**config.mk**
```make
export PLATFORM = sky130hd
export DESIGN_NAME = clock_divider_multi
export DESIGN_NICKNAME = d
export VERILOG_FILES = /design/src/rtl/clock_divider_multi.sv
export SDC_FILE = /design/constraint.sdc
export NUM_CORES = 1
export LEC_CHECK = 0
export ABC_AREA = 1
export BUFFER_PORTS_ARGS = -buffer_cell sky130_fd_sc_hd__buf_2
export CORE_ASPECT_RATIO = 1.2
export CORE_MARGIN = 2
export CORE_UTILIZATION = 59
export CTS_CLUSTER_SIZE = 30
export DETAILED_ROUTE_END_ITERATION = 8
export PLACE_DENSITY = 0.77
export SKIP_CTS_REPAIR_TIMING = 1
export SYNTH_ARGS = -nofsm -noshare
export SYNTH_HDL_FRONTEND = slang
export SYNTH_SLANG_ARGS = --single-unit
```
**constraint.sdc**
```tcl
create_clock -name clk_100MHz -period 6.1 [get_ports clk_100MHz]
set_input_delay 0 -clock clk_100MHz [delete_from_list [all_inputs] [get_ports clk_100MHz]]
set_output_delay 0 -clock clk_100MHz [all_outputs]
set_load 0.005 [all_outputs]
```
**src/rtl/clock_divider_multi.sv**
```systemverilog
// Multi-channel programmable clock divider: per-channel tick strobe and square/pulse output,
// with shadowed terminal-count updates over a valid/ready port and a global phase restart.
module clock_divider_multi #(
  parameter int unsigned NUM_CH = 2,
  parameter int unsigned CNT_W  = 26,
  parameter logic [NUM_CH*CNT_W-1:0] RST_TC = {26'd49_999, 26'd49_999_999},
  localparam int unsigned CH_W = (NUM_CH > 1) ? $clog2(NUM_CH) : 1
) (
  input  logic              clk_100MHz,
  input  logic              rst,
  input  logic [NUM_CH-1:0] en,
  input  logic [NUM_CH-1:0] mode,
  input  logic              sync_restart,
  input  logic              cfg_valid,
  output logic              cfg_ready,
  input  logic [CH_W-1:0]   cfg_ch,
  input  logic [CNT_W-1:0]  cfg_tc,
  output logic [NUM_CH-1:0] tick,
  output logic [NUM_CH-1:0] clk_out
);

  logic [CNT_W-1:0]  cnt_q    [NUM_CH];
  logic [CNT_W-1:0]  cnt_d    [NUM_CH];
  logic [CNT_W-1:0]  atc_q    [NUM_CH];
  logic [CNT_W-1:0]  atc_d    [NUM_CH];
  logic [CNT_W-1:0]  shadow_q [NUM_CH];
  logic [CNT_W-1:0]  shadow_d [NUM_CH];
  logic [NUM_CH-1:0] pending_q, pending_d;
  logic [NUM_CH-1:0] tog_q, tog_d;
  logic [NUM_CH-1:0] tick_q, tick_d;
  logic [NUM_CH-1:0] mode_q;

  // Out-of-range channel numbers stay ready so their writes are silently dropped.
  always_comb begin
    cfg_ready = 1'b1;
    for (int i = 0; i < NUM_CH; i++) begin
      if (cfg_ch == CH_W'(i)) cfg_ready = ~pending_q[i];
    end
  end

  always_comb begin
    cnt_d     = cnt_q;
    atc_d     = atc_q;
    shadow_d  = shadow_q;
    pending_d = pending_q;
    tog_d     = tog_q;
    tick_d    = '0;
    for (int i = 0; i < NUM_CH; i++) begin
      if (sync_restart) begin
        cnt_d[i] = '0;
        tog_d[i] = 1'b0;
        if (pending_q[i]) atc_d[i] = shadow_q[i];
        pending_d[i] = 1'b0;
      end else if (en[i]) begin
        if (cnt_q[i] == atc_q[i]) begin
          cnt_d[i]  = '0;
          tick_d[i] = 1'b1;
          tog_d[i]  = ~tog_q[i];
          if (pending_q[i]) begin
            atc_d[i]     = shadow_q[i];
            pending_d[i] = 1'b0;
          end
        end else begin
          cnt_d[i] = cnt_q[i] + CNT_W'(1);
        end
      end else if (pending_q[i]) begin
        // An idle channel has no wrap to wait for, so it takes the new count at once.
        cnt_d[i]     = '0;
        atc_d[i]     = shadow_q[i];
        pending_d[i] = 1'b0;
      end
      // Accept only happens with pending clear, so this never fights the clears above.
      if (cfg_valid && cfg_ready && (cfg_ch == CH_W'(i))) begin
        shadow_d[i]  = cfg_tc;
        pending_d[i] = 1'b1;
      end
    end
  end

  always_ff @(posedge clk_100MHz or posedge rst) begin
    if (rst) begin
      for (int i = 0; i < NUM_CH; i++) begin
        cnt_q[i]    <= '0;
        atc_q[i]    <= RST_TC[i*CNT_W +: CNT_W];
        shadow_q[i] <= RST_TC[i*CNT_W +: CNT_W];
      end
      pending_q <= '0;
      tog_q     <= '0;
      tick_q    <= '0;
      mode_q    <= '0;
    end else begin
      cnt_q     <= cnt_d;
      atc_q     <= atc_d;
      shadow_q  <= shadow_d;
      pending_q <= pending_d;
      tog_q     <= tog_d;
      tick_q    <= tick_d;
      mode_q    <= mode;
    end
  end

  always_comb begin
    tick = tick_q;
    for (int i = 0; i < NUM_CH; i++) begin
      clk_out[i] = mode_q[i] ? tick_q[i] : tog_q[i];
    end
  end

endmodule

```
Word-level counts from Yosys, hierarchy flattened
Index checks and enable logic that the tools add are counted.
{ "word_totals": {"regBits": 164, "output_inout_bits": 5, "word_cells": 75} }
{ "classes": {"n_addsub": 2, "n_eq_ne": 6, "muxes": 39, "bitwise_logic": 5, "reduce_logical": 11} }
{ "ops": {"columns": ["op", "count"], "rows": [
  ["two-way mux 26 bit", 16],
  ["adder 26 x 1 -> 26 bit (second input constant)", 2],
  ["equality test 26 bit", 2],
  ["two-way mux 1 bit", 23],
  ["inequality test 4 x 1 -> 1 bit (second input constant)", 2],
  ["nonzero test 2 bit", 4],
  ["inequality test 3 x 1 -> 1 bit (second input constant)", 2],
  ["nonzero test 3 bit", 2],
  ["inverter 1 bit", 5],
  ["AND reduction 2 bit", 2],
  ["logical AND 1 bit", 3]
]} }

Logic depth before layout (Yosys ltp)
Gate-level depths: netlist of run 1.
{ "depth": {"depth_word": 5, "ltp_mapped": 13, "ltp_nobuf": 12} }

Worst setup path before layout of run 1
OpenSTA, ideal clock, no wires.
{ "synth_timing": {"path_type": "register to register", "start": "reg atc_q[49] in the netlist's numbering", "end": "reg atc_q[37] in the netlist's numbering", "setup_ns": 0.117, "arrival_ns": 1.479, "t_required_ns": 5.983, "setup_slack_ns": 4.503, "path_stages_with_launch": 13, "n_path_buf": 1, "cell_sequence": "dfstp_2 -> inv_1 -> nand2_1 -> nand2_1 -> nor2_1 -> nand3_1 -> nor2_2 -> nand3_2 -> nand2_4 -> nand2_4 -> buf_6 -> nand2_1 -> nand2_1"} }
{ "synth_via": {"elab_chain_cells": 2} }
{ "synth_lines": {"columns": ["element", "line_no", "text"], "rows": [
  ["start: declaration", "24", "logic [CNT_W-1:0] atc_q [NUM_CH];"],
  ["start signal: indexed assignment", "84", "atc_q[i] <= RST_TC[i*CNT_W +: CNT_W];"],
  ["start signal: assignment", "93", "atc_q <= atc_d;"],
  ["equality test 26 bit", "55", "if (cnt_q[i] == atc_q[i]) begin"],
  ["inequality test 3 x 1 -> 1 bit (no line)", null, null]
]} }
No other way between the ends.
A chain may end at the register's enable or synchronous reset.

Worst setup path in the final report of run 1
{ "layout_timing": {"start": "reg pending_q[1]", "end": "reg cnt_q[9] in the netlist's numbering"} }
{ "layout_via": {"elab_chain_cells": 1} }
{ "layout_lines": {"columns": ["element", "line_no", "text"], "rows": [
  ["start: declaration", "28", "logic [NUM_CH-1:0] pending_q, pending_d;"],
  ["start signal: assignment", "95", "pending_q <= pending_d;"],
  ["nonzero test 3 bit (no line)", null, null],
  ["end signal: assignment", "92", "cnt_q <= cnt_d;"],
  ["end: declaration", "22", "logic [CNT_W-1:0] cnt_q [NUM_CH];"]
]} }
No other way between the ends.

==> out/summary.txt, run 1 <==
Synth Net Count -> 1,162
Post-synth EDFFs -> 0
Initial DRC Count -> 513
Nets -> 1,214
First-pass DRT Iterations -> 8
Slew HR -> 33.0%
Synth warn -> 0
IO Count -> 40
CP Capture Type -> register
Post-synth ARST share -> 100%
TNS Setup -> 0 ns
Outcome -> completed
Starting Density -> 59.9%
Global-route wire length before repair -> 31,100 um
Worst-Margin Slew -> 1.00 ns
Final period util -> 44.2%
GRT Total Usage -> 25.3%
Max Slew Vio Count -> 0
Post-synthesis sequential area ratio -> 48.8%
Cell Int Power -> 2.03 mW
Share of cells above drive strength 1 -> 12.7%
Switching pwr -> 0.896 mW
Crit path DAT -> 2.98 ns
Post-synthesis cell count -> 1,125
Core Area -> 14,300 um^2
Post-synthesis simple-gate area fraction -> 29.5%
Inserted Diodes -> 0
Routed Antenna Nets -> 0
Die width -> 114 um
Full die area -> 15,500 um^2
Logic pwr share -> 16.9%
Synth-to-layout area growth -> 12.8%
Top-count cell post-synth -> nand2_1
Fmax -> 0.371 GHz
Worst Path Required -> 6.39 ns
Post-synthesis mux area share -> 0%
Post-Synth XOR/XNOR Area -> 5.43%
Clock latency at the later pin of the worst-skew pair -> 0.43 ns
Adder-cell area share of the yosys netlist -> 0.292%
FF+latch count, synth -> 164
Fin. Hold Viols -> 0
CTS root buffer -> clkbuf_16
Synth Flop Type -> dfrtp_1
WL/cell -> 14.2 um
Top cell type's share of synthesized area -> 32.2%
Sequential power share -> 49.0%
Die Ht -> 136 um
Setup CP Type -> reg -> reg
Fin crit period -> 2.69 ns
Detailed Route WL -> 19,400 um
Worst Hold Class -> in -> reg
Core Rows -> 48
Number of global-route vias before repair -> 6,581
Cell variety after synth -> 31
CTS tree -> yes
Cell taking the most area after synthesis -> dfrtp_1
Max VDD drop -> 0.145 mV
Post-synth top cells -> nand2_1, inv_1, dfrtp_1
Setup violators final -> 0
Clock slew at reported path FFs -> 0.07 ns
LEAKAGE -> 4.78 nW
Dominant cells by area after synthesis -> dfrtp_1, nand2_1, dfstp_2, inv_1, nand3_1
Max Cap Viol -> 0
Total power -> 2.93 mW
CP Max Fanout -> 34
Mean post-synth cell area -> 7.61 um^2
Number of filler cells placed in the layout -> 1,210
Clock sink total -> 164
Post-route DRC -> 0
CTS Buffer Depth -> 2
Clk_skew -> 0.00772 ns
Htree depth -> 4
Gp weighted congestion -> 0.872
DPL Wire Length -> 13,100 um
Vias per cell -> 5.25
RSZ-0062 raised after global routing -> no
Largest family of logic cells by synthesized area -> simple AND/OR/NAND/NOR gates
Sw Share -> 30.6%
TritonCTS Buffers -> 17
GRT overflow -> 0
Pin count of the biggest net entering global routing -> 85
Share of power burned in the clock network -> 34.1%
I/O Buffers -> 39
CP Launch Type -> register
Via count -> 7,172
Initial antenna violation count -> 0
Core Util, Final -> 67.5%
Synth Area in Compound Gates -> 6.83%
Mapped Area -> 8560 um^2
Pwr dens -> 304 nW/um^2
-- placed cells by master, fill, tap and decap left out, types with 15 or more instances in the layout --
| cell type | instances |
|---|---|
| clkbuf_16 | 17 |
| dlygate4sd3_1 | 33 |
| nand2_1 | 389 |
| nand4_1 | 16 |
| o21ai_0 | 64 |
| dfrtp_1 | 110 |
| nor2_1 | 79 |
| inv_1 | 144 |
| buf_2 | 39 |
| xor2_1 | 38 |
| nor3_1 | 15 |
| a21oi_1 | 45 |
| dfstp_2 | 54 |
| xnor2_1 | 15 |
| nand3_1 | 80 |
-- per-layer routing --
metal | global-route usage (%) | wire length, um
met1 | 32.8 | 8380
met2 | 42.9 | 9890
met3 | 4.24 | 674
met4 | 9.62 | 480
met5 | 0 | 0
-- power by group through the flow --
stage                     clock network [mW]  logic (mW)  registers (mW)
after CTS                               1.01       0.480            1.43
after floorplan                            0       0.385            1.41
after global placement                     0       0.455            1.44
after detailed placement                   0       0.476            1.45
after global routing                    1.06       0.579            1.46
final                                  0.999       0.494            1.44
-- metrics by stage --
| step | setup WS, ns | instance area (um^2) | std cells | hold WS, ns |
|---|---|---|---|---|
| floorplan | 1.76 | 8560 | 1125 | 0.0314 |
| global placement | 3.56 | 8770 | 1300 | 0.111 |
| detailed placement | 3.48 | 8770 | 1300 | 0.112 |
| CTS | 3.45 | 9320 | 1332 | -0.340 |
| global route | 3.19 | 9650 | 1365 | 0.193 |
| finish | 3.41 | 9650 | 1365 | 0.133 |
-- kinds of logic (layout without fill, tap and decap cells) --
logic type / Yosys count / after routing
compound gates: 115 / 115
xor+xnor: 53 / 53
fa+ha+maj: 2 / 2
buf+inv: 192 / 257
flops: 164 / 164
simple gates: 599 / 599
-- final timing paths --
path | startpoint | endpoint | slack [ns] | cells after the start
setup / recovery | pending_q[1] | cnt_q[9] | 3.41 | 9
hold / removal | cfg_valid | shadow_q[28] | 0.13 | 4
setup reg to reg | pending_q[1] | cnt_q[9] | 3.41 | 9
hold reg to reg | atc_q[38] | atc_q[38] | 0.47 | 2
max in group asynchronous | rst | atc_q[42] | 4.34 | 4
min in group asynchronous | rst | tick[0] | 0.25 | 3
-- cell type report --
class | instances | area (um^2) | share of cell area, %
Tap cell | 175 | 219 | 2.27
Multi-Input combinational cell | 769 | 3590 | 37.3
Clock inverter | 13 | 100 | 1.04
Timing Repair Buffer | 76 | 556 | 5.76
Inverter | 149 | 564 | 5.85
Clock buffer | 19 | 443 | 4.59
Sequential cell | 164 | 4170 | 43.2
-- sequential cells by signal, indices dropped and copies added (netlist names) --
| name | flops |
|---|---|
| shadow_q | 52 |
| tog_q | 2 |
| mode_q | 2 |
| cnt_q | 52 |
| pending_q | 2 |
| tick | 2 |
| atc_q | 52 |
-- worst max-delay path, cell delays in order, from the launching register on --
cell and delay, ns:
dfrtp_1 0.94, inv_2 0.13, nand3_2 0.53, inv_1 0.20
nor2_2 0.23, nand2_1 0.12, nor2_1 0.17, nand3_1 0.09
o21ai_0 0.09, a21oi_1 0.06
Power figures use the tool's default switching activity.
==> run 2: changes to the inputs <==
--- a/config.mk
+++ b/config.mk
@@ -9,7 +9,7 @@
 export BUFFER_PORTS_ARGS = -buffer_cell sky130_fd_sc_hd__buf_2
 export CORE_ASPECT_RATIO = 1.2
 export CORE_MARGIN = 2
-export CORE_UTILIZATION = 59
+export CORE_UTILIZATION = 56
 export CTS_CLUSTER_SIZE = 30
 export DETAILED_ROUTE_END_ITERATION = 8
 export PLACE_DENSITY = 0.77
==> constraint.sdc (replaced) <==
create_clock -name clk_100MHz -period 2.35 [get_ports clk_100MHz]
set_input_delay 0 -clock clk_100MHz [delete_from_list [all_inputs] [get_ports clk_100MHz]]
set_output_delay 0 -clock clk_100MHz [all_outputs]
set_load 0.005 [all_outputs]
==> run 2 against run 1 <==
  * Routed wire length down 0.42%
  * Sequential power rose to 2.6 times the previous value
  * Power rose to 2.6 times the previous value
  * Clock-buffer cell count down 1
  * Combinational power rose to 2.6 times the previous value
  * First-iteration DRC count up 0.97%
  * Cell area up 1.9%
  * Die area up 5.2%
  * Worst setup slack worse by 3.1 ns
  * Via count down 0.39%
  * Final cell count up 3.0%
  * Flip-flop and latch count unchanged
  * Critical path type unchanged
  * Largest cell class unchanged
  * Largest power group unchanged
==> out/summary.txt, run 2 (synthesis results as in run 1) <==
CP Capture Type -> register
Die width -> 117 um
Worst hold start -> cfg_valid
Slew HR -> 70.3%
Clock slew at reported path FFs -> 0.07 ns
Full die area -> 16,300 um^2
Worst Hold Path EP -> shadow_q[28]
Sw Share -> 30.2%
Reg2Reg Depth -> 9
Clock latency at the later pin of the worst-skew pair -> 0.43 ns
CTS Buffer Depth -> 2
Share of cells above drive strength 1 -> 13.6%
TritonCTS Buffers -> 17
Worst R2R End -> tick[1]
Largest registers -> atc_q: 52 flops, cnt_q: 52 flops, shadow_q: 52 flops
Logic pwr share -> 16.7%
IO Count -> 40
CP Launch Type -> register
Inserted Diodes -> 0
Share of power burned in the clock network -> 35.4%
Pin count of the biggest net entering global routing -> 77
Core Util, Final -> 65.7%
Reg2reg start -> atc_q[8]
Total power -> 7.76 mW
First-pass DRT Iterations -> 6
RSZ-0062 raised after global routing -> no
Max Cap Viol -> 0
Initial antenna violation count -> 0
Worst-Margin Slew -> 0.442 ns
CTS tree -> yes
Core Area -> 15,000 um^2
Hold Crit Depth -> 5
Via count -> 7,144
Fmax -> 0.489 GHz
Cell Int Power -> 5.42 mW
WL/cell -> 13.8 um
Max VDD drop -> 0.536 mV
Setup violators final -> 0
Core Rows -> 49
Die Ht -> 139 um
Commonest non-fill, non-tap cell in the layout -> nand2_1
I/O Buffers -> 39
Initial DRC Count -> 518
Most frequent cells in the layout -> nand2_1, inv_1, dfrtp_1, nand3_1, nor2_1
Synth-to-layout area growth -> 15.0%
Routed Antenna Nets -> 0
R2R Setup Slk -> 0.30 ns
CTS root buffer -> clkbuf_16
GRT Total Usage -> 24.7%
Nets -> 1,226
GRT overflow -> 0
TNS Setup -> 0 ns
Outcome -> completed
Htree depth -> 4
Detailed Route WL -> 19,300 um
Setup CP Type -> reg -> reg
DPL Wire Length -> 13,600 um
Clk_skew -> 0.00850 ns
LEAKAGE -> 4.86 nW
Max Slew Vio Count -> 0
Fin. Hold Viols -> 0
Number of global-route vias before repair -> 6,746
Switching pwr -> 2.34 mW
Global-route wire length before repair -> 31,900 um
Worst Path Required -> 2.71 ns
Sequential power share -> 47.8%
Starting Density -> 57.2%
CP Max Fanout -> 3
Final period util -> 87.1%
Vias per cell -> 5.08
Crit path DAT -> 2.40 ns
Post-route DRC -> 0
Pwr dens -> 789 nW/um^2
Worst Hold Class -> in -> reg
Clock sink total -> 164
Fin crit period -> 2.05 ns
Gp weighted congestion -> 0.882
==> run 2: cell count changes in the layout (fill, tap and decap cells not counted), sizes merged <==
cell / delta
buf: +12
clkinv: -3
clkinvlp: +2
bufinv: +1
clkbuf: -1
inv: +1
==> run 2: worst max-delay path: stages (launching register included) <==
cell and delay [ns]:
dfstp_2 0.55, inv_1 0.04, nand2_1 0.05, nand2_1 0.05, nor2_1 0.14, nand3_1 0.11
nor2_2 0.16, nand3_2 0.12, nor3_1 0.18, dlygate4sd3_1 0.59
==> run 2: layer usage <==
layer / up-vias / global-route usage (%) / part of all wire, %
met1: 3318 / 31.9 / 42
met3: 45 / 4.75 / 3.9
met5: - / 0 / 0
met4: 0 / 10.2 / 3.3
met2: 169 / 40.7 / 50
li1: 3612 / - / -
==> run 2: power by group through the flow <==
stage / clock network (mW) / logic, mW / registers, mW
after floorplan: 0 / 0.999 / 3.65
after global placement: 0 / 1.21 / 3.73
after detailed placement: 0 / 1.27 / 3.74
after CTS: 2.80 / 1.27 / 3.71
after global routing: 2.91 / 1.51 / 3.77
final: 2.75 / 1.30 / 3.71
==> run 2: cell type report <==
| class | instances | area [um^2] |
|---|---|---|
| Inverter | 149 | 563 |
| Clock inverter | 14 | 141 |
| Sequential cell | 164 | 4170 |
| Clock buffer | 18 | 439 |
| Multi-Input combinational cell | 769 | 3590 |
| Tap cell | 204 | 255 |
| Timing Repair Buffer | 88 | 671 |
| Fill cell | 1261 | 5120 |
==> run 2: through the flow <==
step / cells / worst slack, ns / hold WS, ns / area (um^2)
final: 1406 / 0.303 / 0.169 / 9840
after global routing: 1406 / 0.162 / 0.214 / 9840
after CTS: 1373 / 0.362 / -0.330 / 9510
after detailed placement: 1341 / 0.405 / 0.118 / 8920
after global placement: 1341 / 0.432 / 0.109 / 8920
after floorplan: 1125 / 0.309 / 0.0314 / 8560
==> run 2: worst max path at each step <==
stage	from	to	slack, ns	cells past startpoint
floorplan	rst	atc_q[10]	0.31	1
finish	atc_q[8]	tick[1]	0.30	9
global route	atc_q[9]	tick[1]	0.16	9
detailed placement	atc_q[8]	atc_q[5]	0.40	11
global placement	atc_q[8]	atc_q[22]	0.43	11
CTS	cnt_q[47]	atc_q[38]	0.36	11
==> run 3: changes to the inputs <==
--- a/config.mk
+++ b/config.mk
@@ -9,7 +9,7 @@
 export BUFFER_PORTS_ARGS = -buffer_cell sky130_fd_sc_hd__buf_2
 export CORE_ASPECT_RATIO = 1.2
 export CORE_MARGIN = 2
-export CORE_UTILIZATION = 56
+export CORE_UTILIZATION = 59
 export CTS_CLUSTER_SIZE = 30
 export DETAILED_ROUTE_END_ITERATION = 8
 export PLACE_DENSITY = 0.77
==> constraint.sdc (replaced) <==
create_clock -name clk_100MHz -period 2.6 [get_ports clk_100MHz]
set_input_delay 0 -clock clk_100MHz [delete_from_list [all_inputs] [get_ports clk_100MHz]]
set_output_delay 0 -clock clk_100MHz [all_outputs]
set_load 0.005 [all_outputs]
==> run 3 against run 2 <==
  * Critical path depth up 2
  * Worst hold slack worse by 0.16 ns
  * First-iteration DRC count fell by 7.7%
  * Core utilization rose by 3.1 points
  * Clock power fell by 4%
  * Clock-buffer cell count rose by 2
  * Flip-flop and latch count unchanged
  * Via count is 2.0% higher
  * Global-route usage rose by 1.3 points
  * Routed wire length is 2.9% higher
  * Critical path type unchanged
==> out/summary.txt, run 3 (synthesis results as in run 1) <==
Outcome -> completed
I/O Buffers -> 39
Commonest non-fill, non-tap cell in the layout -> nand2_1
Number of global-route vias before repair -> 6,642
Max Cap Viol -> 0
Clk_skew -> 0.0110 ns
Post-DP Area -> 8870 um^2
CTS Buffer Depth -> 2
Routed Antenna Nets -> 0
TNS Setup -> 0 ns
LEAKAGE -> 4.87 nW
Sw Share -> 29.3%
Sequential power share -> 46.8%
Share of cells above drive strength 1 -> 13.2%
CTS root buffer -> clkbuf_16
Share of power burned in the clock network -> 36.5%
Placed cells -> 1,308
Nets -> 1,224
Fin. Hold Viols -> 0
Number of filler cells placed in the layout -> 1,165
Inserted Diodes -> 0
GRT overflow -> 0
PnR worst setup slack -> 0.495 ns
Htree depth -> 4
CTS tree -> yes
Fin crit period -> 2.11 ns
Crit path DAT -> 2.47 ns
Via count -> 7,287
DPL Wire Length -> 13,500 um
Slew HR -> 56.4%
Clock sink total -> 164
RSZ-0062 raised after global routing -> no
WL/cell -> 14.5 um
Final period util -> 81.0%
Max Slew Vio Count -> 0
CP Max Fanout -> 30
First-pass DRT Iterations -> 5
Pin count of the biggest net entering global routing -> 54
Initial DRC Count -> 478
Setup CP Type -> reg -> reg
Gp weighted congestion -> 0.961
Core Rows -> 48
Pwr dens -> 731 nW/um^2
Global-route wire length before repair -> 31,800 um
Setup violators final -> 0
Die width -> 114 um
Synth-to-layout area growth -> 15.0%
Layout Cells excl Fill -> 1,375
Largest registers -> atc_q: 52 flops, cnt_q: 52 flops, shadow_q: 52 flops
Worst-Margin Slew -> 0.653 ns
Worst Hold Class -> in -> reg
Core Area -> 14,300 um^2
CP Launch Type -> register
Fmax -> 0.475 GHz
Most frequent cells in the layout -> nand2_1, inv_1, dfrtp_1, nand3_1, nor2_1
Die Ht -> 136 um
Post-route DRC -> 0
CP Capture Type -> register
Logic pwr share -> 16.6%
Cell Int Power -> 5.09 mW
Full die area -> 15,500 um^2
Fin area -> 9840 um^2
Pre-CTS setup slack -> 0.536 ns
Vias per cell -> 5.30
Detailed Route WL -> 19,900 um
Total power -> 7.19 mW
GRT Total Usage -> 26.0%
Clock latency at the later pin of the worst-skew pair -> 0.43 ns
Starting Density -> 59.9%
Max VDD drop -> 0.475 mV
IO Count -> 40
Switching pwr -> 2.11 mW
Initial antenna violation count -> 0
Worst Path Required -> 2.97 ns
TritonCTS Buffers -> 17
Clock slew at reported path FFs -> 0.07 ns
-- run 3: changes by cell type in the layout (fill, tap and decap cells not counted) --
| cell | previous run | this run |
|---|---|---|
| buf_12 | 2 | 3 |
| buf_4 | 14 | 9 |
| bufinv_16 | 1 | 3 |
| clkbuf_1 | 0 | 2 |
| clkinv_4 | 1 | 3 |
| clkinvlp_4 | 5 | 2 |
| dlygate4sd3_1 | 33 | 35 |
| inv_6 | 7 | 5 |
| inv_8 | 1 | 0 |
-- run 3: worst paths after layout --
kind                           start      endpoint  slack (ns)  cells after the start
hold / removal                cfg_ch  shadow_q[28]        0.01                      4
hold reg to reg             atc_q[1]      atc_q[1]        0.47                      2
setup / recovery           cnt_q[18]     atc_q[11]        0.49                     11
min in group asynchronous        rst       tick[0]        0.20                      3
max in group asynchronous        rst     atc_q[15]        1.67                      4
setup reg to reg           cnt_q[18]     atc_q[11]        0.49                     11
-- run 3: per-layer routing --
metal | track usage (%) | vias up | wire (um)
met2 | 42.6 | 160 | 9980
met3 | 4.95 | 56 | 675
met1 | 33.5 | 3456 | 8520
met5 | 0 | - | 0
met4 | 12.5 | 0 | 728
li1 | - | 3615 | -
-- run 3: critical path: stages (launching register included) --
cell     delay [ns]
dfrtp_1        0.42
nand2_1        0.07
inv_1          0.07
nor2_1         0.04
nor2_1         0.18
nand3_1        0.12
nor2_2         0.16
nand3_2        0.12
nand2_4        0.26
buf_4          0.38
nand3_1        0.12
nand2_1        0.09
-- run 3: final cells by class --
type	instances	area (um^2)	area share, %
flip-flops and latches	164	4170	42.4
multi-input cells	769	3590	36.5
repair buffers	86	673	6.84
inverters	149	563	5.72
clock buffers	20	447	4.54
well taps	175	219	2.23
clock inverters	12	168	1.70
-- run 3: power by group through the flow --
| stage | clock network (mW) | logic, mW | registers, mW |
|---|---|---|---|
| after floorplan | 0 | 0.903 | 3.30 |
| after global placement | 0 | 1.10 | 3.39 |
| after detailed placement | 0 | 1.15 | 3.40 |
| after CTS | 2.67 | 1.16 | 3.37 |
| after global routing | 2.77 | 1.39 | 3.42 |
| final | 2.63 | 1.20 | 3.37 |
-- run 3: per-stage QoR --
step / util, % / hold WS [ns]
floorplan: - / 0.0314
CTS: 66.4 / -0.338
global placement: 62.1 / 0.109
global route: 68.8 / 0.0262
finish: 68.8 / 0.0127
detailed placement: 62.1 / 0.114
